`config.mk`:
```
export PLATFORM = sky130hd
export DESIGN_NAME = kernel_stream_sink_stallgen_flat
export DESIGN_NICKNAME = d
export VERILOG_FILES = /design/src/rtl/kernel_stream_sink_stallgen_if.sv /design/src/rtl/kernel_stream_sink_stallgen.sv /design/src/flat_wrapper.sv
export SDC_FILE = /design/constraint.sdc
export NUM_CORES = 1
export LEC_CHECK = 0
export ABC_CLOCK_PERIOD_IN_PS = 4200
export BUFFER_PORTS_ARGS = -buffer_cell sky130_fd_sc_hd__buf_2
export CAP_MARGIN = 10
export CORE_MARGIN = 2
export CORE_UTILIZATION = 53
export DETAILED_ROUTE_END_ITERATION = 12
export PLACE_DENSITY_LB_ADDON = 0.1
export SLEW_MARGIN = 20
export SYNTH_ARGS = -nofsm -noshare
export SYNTH_HDL_FRONTEND = slang
export SYNTH_SLANG_ARGS = --single-unit
```
`constraint.sdc`:
```
create_clock -name clk -period 4.2 [get_ports clk]
set_input_delay 0.63 -clock clk [delete_from_list [all_inputs] [get_ports clk]]
set_output_delay 0.63 -clock clk [all_outputs]
set_load 0.05 [all_outputs]
```
`src/rtl/kernel_stream_sink_stallgen_if.sv`:
```
// Stream-sink bundle: pipeline write side, stall feedback, consumer read side and status.
// The master modport is the environment (pipeline plus consumer); the slave modport is the sink.
interface kernel_stream_sink_stallgen_if #(
  parameter int DATAW = 32,
  parameter int ADDRW = 3
) ();
  logic [DATAW-1:0] in_data;
  logic             in_valid;
  logic             stall;
  logic [DATAW-1:0] out_data;
  logic             out_valid;
  logic             out_ready;
  logic [ADDRW:0]   level;
  logic [31:0]      words_out;

  modport master (
    output in_data, in_valid, out_ready,
    input  stall, out_data, out_valid, level, words_out
  );

  modport slave (
    input  in_data, in_valid, out_ready,
    output stall, out_data, out_valid, level, words_out
  );
endinterface

```
`src/rtl/kernel_stream_sink_stallgen.sv`:
```
// Sink of the leaf-node stall protocol: a FWFT FIFO buffers pipeline results.
// A registered stall freezes the pipeline once occupancy reaches DEPTH-MARGIN.
module kernel_stream_sink_stallgen #(
  parameter int DATAW  = 32,
  parameter int DEPTH  = 8,
  parameter int ADDRW  = 3,
  parameter int MARGIN = 1
) (
  input logic                          clk,
  input logic                          rst,
  kernel_stream_sink_stallgen_if.slave bus
);
  localparam logic [ADDRW:0] THRESH = (ADDRW+1)'(DEPTH - MARGIN);

  logic [DATAW-1:0] mem [DEPTH];
  logic [ADDRW-1:0] wr_ptr_reg;
  logic [ADDRW-1:0] rd_ptr_reg;
  logic [ADDRW:0]   level_reg;
  logic [ADDRW:0]   level_next;
  logic             stall_reg;
  logic [31:0]      words_out_reg;
  logic             wr;
  logic             rd;

  // A word offered while stalled is held upstream, so it is simply not taken here.
  assign wr = bus.in_valid & ~stall_reg;
  assign rd = (level_reg != '0) & bus.out_ready;

  always_comb begin
    level_next = level_reg + (ADDRW+1)'(wr) - (ADDRW+1)'(rd);
  end

  always_ff @(posedge clk) begin
    if (rst) begin
      wr_ptr_reg    <= '0;
      rd_ptr_reg    <= '0;
      level_reg     <= '0;
      stall_reg     <= 1'b0;
      words_out_reg <= '0;
    end else begin
      if (wr) wr_ptr_reg <= wr_ptr_reg + ADDRW'(1);
      if (rd) begin
        rd_ptr_reg    <= rd_ptr_reg + ADDRW'(1);
        words_out_reg <= words_out_reg + 32'd1;
      end
      level_reg <= level_next;
      // Registering the compare on level_next keeps stall == (level >= THRESH).
      stall_reg <= (level_next >= THRESH);
    end
  end

  // Storage has no reset; stale entries are unreachable once level returns to 0.
  always_ff @(posedge clk) begin
    if (wr) mem[wr_ptr_reg] <= bus.in_data;
  end

  assign bus.stall     = stall_reg;
  assign bus.out_valid = (level_reg != '0);
  assign bus.out_data  = mem[rd_ptr_reg];
  assign bus.level     = level_reg;
  assign bus.words_out = words_out_reg;
endmodule

```
`src/flat_wrapper.sv`:
```
// flat-port wrapper written by rule: the top's interface ports become plain ports
module kernel_stream_sink_stallgen_flat 
#(
  parameter int DATAW  = 32,
  parameter int DEPTH  = 8,
  parameter int ADDRW  = 3,
  parameter int MARGIN = 1
)
  (clk, rst, bus_in_data, bus_in_valid, bus_out_ready, bus_stall, bus_out_data, bus_out_valid, bus_level, bus_words_out);
  kernel_stream_sink_stallgen_if #(.DATAW(DATAW), .ADDRW(ADDRW)) bus_i ();
  input logic clk;
  input logic rst;
  input wire logic [$bits(bus_i.in_data)-1:0] bus_in_data;
  input wire logic [$bits(bus_i.in_valid)-1:0] bus_in_valid;
  input wire logic [$bits(bus_i.out_ready)-1:0] bus_out_ready;
  output wire logic [$bits(bus_i.stall)-1:0] bus_stall;
  output wire logic [$bits(bus_i.out_data)-1:0] bus_out_data;
  output wire logic [$bits(bus_i.out_valid)-1:0] bus_out_valid;
  output wire logic [$bits(bus_i.level)-1:0] bus_level;
  output wire logic [$bits(bus_i.words_out)-1:0] bus_words_out;
  assign bus_i.in_data = bus_in_data;
  assign bus_i.in_valid = bus_in_valid;
  assign bus_i.out_ready = bus_out_ready;
  assign bus_stall = bus_i.stall;
  assign bus_out_data = bus_i.out_data;
  assign bus_out_valid = bus_i.out_valid;
  assign bus_level = bus_i.level;
  assign bus_words_out = bus_i.words_out;
  kernel_stream_sink_stallgen #(.DATAW(DATAW), .DEPTH(DEPTH), .ADDRW(ADDRW), .MARGIN(MARGIN)) u_core (.clk(clk), .rst(rst), .bus(bus_i));
endmodule
```
# ---- Yosys cells after proc, flatten, opt, wreduce, memory -nomap -nowiden
# Memory sizes are Yosys's and may differ from the RTL's. A register that Yosys moved wholly into a read port is not among the register bits.
# Index checks and enable logic that the tools add are counted.
# Widths: inputs -> output; s select.
dict set report totals {
  reg_bits 43
  mem_bits_rw 256
  output_inout_bits 70
  memories 1
}
dict set report classes {
  n_addsub 5
  n_lt_le_gt_ge 1
  n_mux 4
  bitwise 3
  n_reduce_logical 1
}
# name words word_bits read_ports rd_ports_with_merged_regs wr line
set mem_list {}
lappend mem_list {u_core.mem 8 32 1 1 1 kernel_stream_sink_stallgen.sv:15} ;# logic [DATAW-1:0] mem [DEPTH];
# op n
set op_table {}
lappend op_table {{$add 32x1->32 const B} 1}
lappend op_table {{$add 3x1->3 const B} 2}
lappend op_table {{$mux 3} 2}
lappend op_table {{$add 4x1->4} 1}
lappend op_table {{$ge 4x3->1 const B} 1}
lappend op_table {{$reduce_bool 4->1} 1}
lappend op_table {{$sub 4x1->4} 1}
lappend op_table {{$and 1x1->1} 2}
lappend op_table {{$mux 1} 2}
lappend op_table {{$not 1->1} 1}

# ---- Longest topological paths before layout
dict set report depth {
  word_depth 5
  depth_mapped 12
}

# ---- Worst setup path before layout
# Ideal clock, no wire load.
dict set report synth_timing {
  kind {input to register}
  start {input bus_in_valid}
  end {memory u_core.mem[2][0] (enable)}
  t_arrival_ps 3515
  setup_slack_ps 217
  path_stages 4
  path_buffers 1
  path_cell_list {nor2b_1 > clkbuf_1 > nand2b_1 > nor3b_1}
}
dict set report synth_between {
  elab_chain_len 3
}
# element line
set synth_rtl {}
lappend synth_rtl {{start, declared} flat_wrapper.sv:14} ;# input wire logic [$bits(bus_i.in_valid)-1:0] bus_in_valid;
lappend synth_rtl {{$and 1x1->1} kernel_stream_sink_stallgen.sv:26} ;# assign wr = bus.in_valid & ~stall_reg;
lappend synth_rtl {{via u_core.wr} kernel_stream_sink_stallgen.sv:22} ;# logic wr;
lappend synth_rtl {{$mux 1} kernel_stream_sink_stallgen.sv:54} ;# if (wr) mem[wr_ptr_reg] <= bus.in_data;
lappend synth_rtl {{$mux 1 (not written as such)} kernel_stream_sink_stallgen.sv:54}
lappend synth_rtl {{end, declared} kernel_stream_sink_stallgen.sv:15}
# The timed path passes the listed nets, and every way through them passes these cells.

==> summary.md <==
| Metric | Value |
|---|---|
| Status | finished clean |
| Nets | around 780 |
| Final hold vios | 0 |
| Initial core utilization | roughly 54% |
| CTS tree | built |
| CTS resizes | 0 |
| Site row count | 54 |
| Final hold slack | about 350 ps |
| CTS Sinks | about 300 |
| Clk_lat worst skew | ~550 ps |
| Htree depth | 1 |
| Reg2reg start | u_core.bus.level[2] |
| Slew Limit Headroom | approximately 29% |
| Grt ovf | 0 |
| CTS Hold Bufs | 0 |
| Synth top area share | 65.82% |
| Sequential area share after synthesis | about three quarters |
| DRT antenna net count | 0 |
| Net Count, Synth | 651 |
| Maximum clock rate | 0.2994 GHz |
| Worst Path Required | between 3000 and 4000 ps |
| Syn. warnings | 0 |
| Syn_area_per_cell | around 19 um2 |
| Worst setup EP type | primary output |
| Power Density | ~600 nW/um2 |
| Synth Register Bits | between 300 and 400 |
| CTS Root Cell | clkbuf_16 |
| Synth-to-Final Area Change | 16.99% |
| Clock Path Buffers | 3 |
| GR met1 Demand/Resource | between 20% and 30% |
| Core area | about 22,000 um2 |
| Final setup fails | 0 |
| CP Cell Sequence | buf_4 -> mux4_2 -> mux2_2 -> buf_2 |
| Port Buffers | 105 |
| DR pass1 iterations | 4 |
| Max-cap viol count | 0 |
| Worst hold stages | 1 |
| EDFF count, synth | around 260 |
| Max Slew Vio Count | 0 |
| Synthesized area | 11,680 um2 |
| Final setup TNS | 0 ps |
| Final worst path period share | between 70% and 80% |
| Met3 GRT Util | 3.811% |
| Post-synth ARST share | 0% |
| Top_reg_cell synth | edfxtp_1 |
| Maximum fanout along the worst path | 40 |
| Final worst setup slack | 860.5 ps |
| HP Class | in -> reg |
| Largest register FFs | approximately 260 |
| Largest net degree at the start of global routing | 45 |
| Initial antenna violation count | 1 |
| Final min period | 3340 ps |
| Die ar. | between 20,000 and 25,000 um2 |
| Post-Place Worst Slack | 1404 ps |
| Worst-Margin Slew | 1058 ps |
| GRT met2 Usage | about a third |
| Residual DRC | 0 |
| Inserted Clock Buffers | 31 |
| Arrival time at the worst endpoint | about 2700 ps |
| Leakage | 4.653 nW |
| Ports | approximately 110 |
| First-pass GRT wire length | between 30 and 40 mm |
| Slowest-stage cell, CP | dfxtp_2 |
| Hold EP | u_core.mem[4][23] |
| Cell count after synthesis | between 600 and 700 |
| R2R Setup Slk | 1570 ps |
| RePlAce Congestion | 0.7935 |
| Netlist cell types | 38 |
| Per-cell routed wire length | between 20 and 25 um |
| CP max stage delay | 1030 ps |
| Setup Crit Path Kind | reg -> out |
| RSZ-0062 raised after global routing | no |
| Dominant cell type by area after synthesis | edfxtp_1 |
| GR Util All Layers | 19.43% |
| Die width | around 150 um |
| Via density | about 5.6 |
| Startpoint types | flop |
| Worst flop-to-flop path endpoint | u_core.bus.stall |
| Hold path startpoint | bus_in_data[23] |
| DP Wirelength | between 10 and 15 mm |
| Die Y | 152.5 um |
| Setup Skew | around 10 ps |
| Share of layout cells above drive strength 1 | 37.96% |
| Total number of vias | between 5,000 and 6,000 |
| Top cells by area in the synthesized netlist | edfxtp_1, mux4_2, dfxtp_1 |
| Clock transition at path regs | 60 ps |
| Busiest grt layer | met2 |
| R2R cell count | 10 |
| VDD IR-drop max | ~0.00045 V |
| Post-CTS Repair Setup Buffers | 0 |
| Final wirelength | between 20 and 25 mm |
| Number of DRC markers in iteration 0 | between 200 and 250 |
| Vias in the first global route | between 6,000 and 7,000 |
-- cell usage after synthesis, types with 2 or more instances --
master,instances
nand4_1,13
nor3_1,4
mux4_2,64
nand4_2,2
a21oi_1,5
ha_1,8
nor2_1,42
or3_1,3
mux2_2,32
dfxtp_1,46
xnor2_1,11
and4_1,2
mux2i_1,3
nor3b_1,4
clkbuf_1,18
nand2b_1,2
nand3_1,9
nand2_1,14
buf_4,2
xor2_1,22
and3_1,4
o21ai_0,3
inv_1,11
nor2b_1,5
edfxtp_1,256
buf_2,9
-- where the power goes --
| part | internal (mW) | total, mW | switching, mW |
|---|---|---|---|
| Sequential | 3.42 | 3.57 | 0.154 |
| Combinational | 0.773 | 1.93 | 1.15 |
| Clock | 1.65 | 2.73 | 1.08 |
| Total | 5.84 | 8.23 | 2.38 |
-- cell families after synthesis --
family                     count (synthesis)  synth area share (%)
AOI/OAI and AO/OA                         10                0.4606
xor gates and xnor gates                  33                 2.474
adders and majority gates                  9                 1.028
buffers and inverters                     42                 1.575
DFF                                      302                 73.70
muxes                                     99                 15.68
and+or+nand+nor                          111                 5.078
-- metrics by stage --
| step | utilization (%) | cells | instance area [um2] | total power [mW] |
|---|---|---|---|---|
| floorplan | - | 606 | 11680 | 5.139 |
| global placement | 58.03 | 978 | 12620 | 5.551 |
| detailed placement | 58.03 | 978 | 12620 | 5.591 |
| CTS | 62.78 | 1036 | 13660 | 8.323 |
| global route | 62.80 | 1036 | 13660 | 8.562 |
| finish | 62.81 | 1037 | 13660 | 8.226 |
-- layout by cell type, fill, tap and decap left out, types with 3 or more instances in the layout --
master     instances
dfxtp_1           43
mux2i_1            3
nor2b_1            4
mux4_2            64
and3_1             4
nand4_1           13
buf_4             16
inv_1             11
xnor2_1           11
buf_2            105
xor2_1            22
mux2_2            32
bufinv_16          5
clkinv_2           8
a21oi_1            5
clkbuf_16         31
or3_1              3
nor2_1            40
nand3_1            9
ha_1               8
o21ai_0            3
edfxtp_1         256
clkinv_1           7
nand2_1           14
nor3b_2            4
-- critical path: cells and delay by family (launching register included) --
kind / cells / cell delay (ps)
flip-flops: 1 / 1030
multiplexers: 2 / 580
buffers and inverters: 2 / 530
-- worst max path at each step --
stage	startpoint	to	slack (ps)	cells after the start
after floorplan	bus_in_valid	u_core.mem[2][0]	220	4
after global placement	flop	bus_out_data[10]	1440	4
after detailed placement	flop	bus_out_data[12]	1400	4
after CTS	flop	bus_out_data[12]	800	4
after global routing	flop	bus_out_data[26]	720	4
final	flop	bus_out_data[11]	860	4
-- routing by layer --
metal	part of all wire, %	wire length, um
met1	41	9191
met2	52	11460
met3	5.5	1222
met4	1.5	334
met5	0	0
-- layout make-up --
cell class              count  area (um2)
diodes                      1       2.502
clock buffers              33       783.3
clock inverters            25       251.5
fillers                  1531        8092
inverters                  11       41.29
multi-input cells         262        2935
flip-flops and latches    302        8615
well taps                 280       350.3
repair buffers            123       685.7
Note: power is estimated with default switching activity, not from simulation.
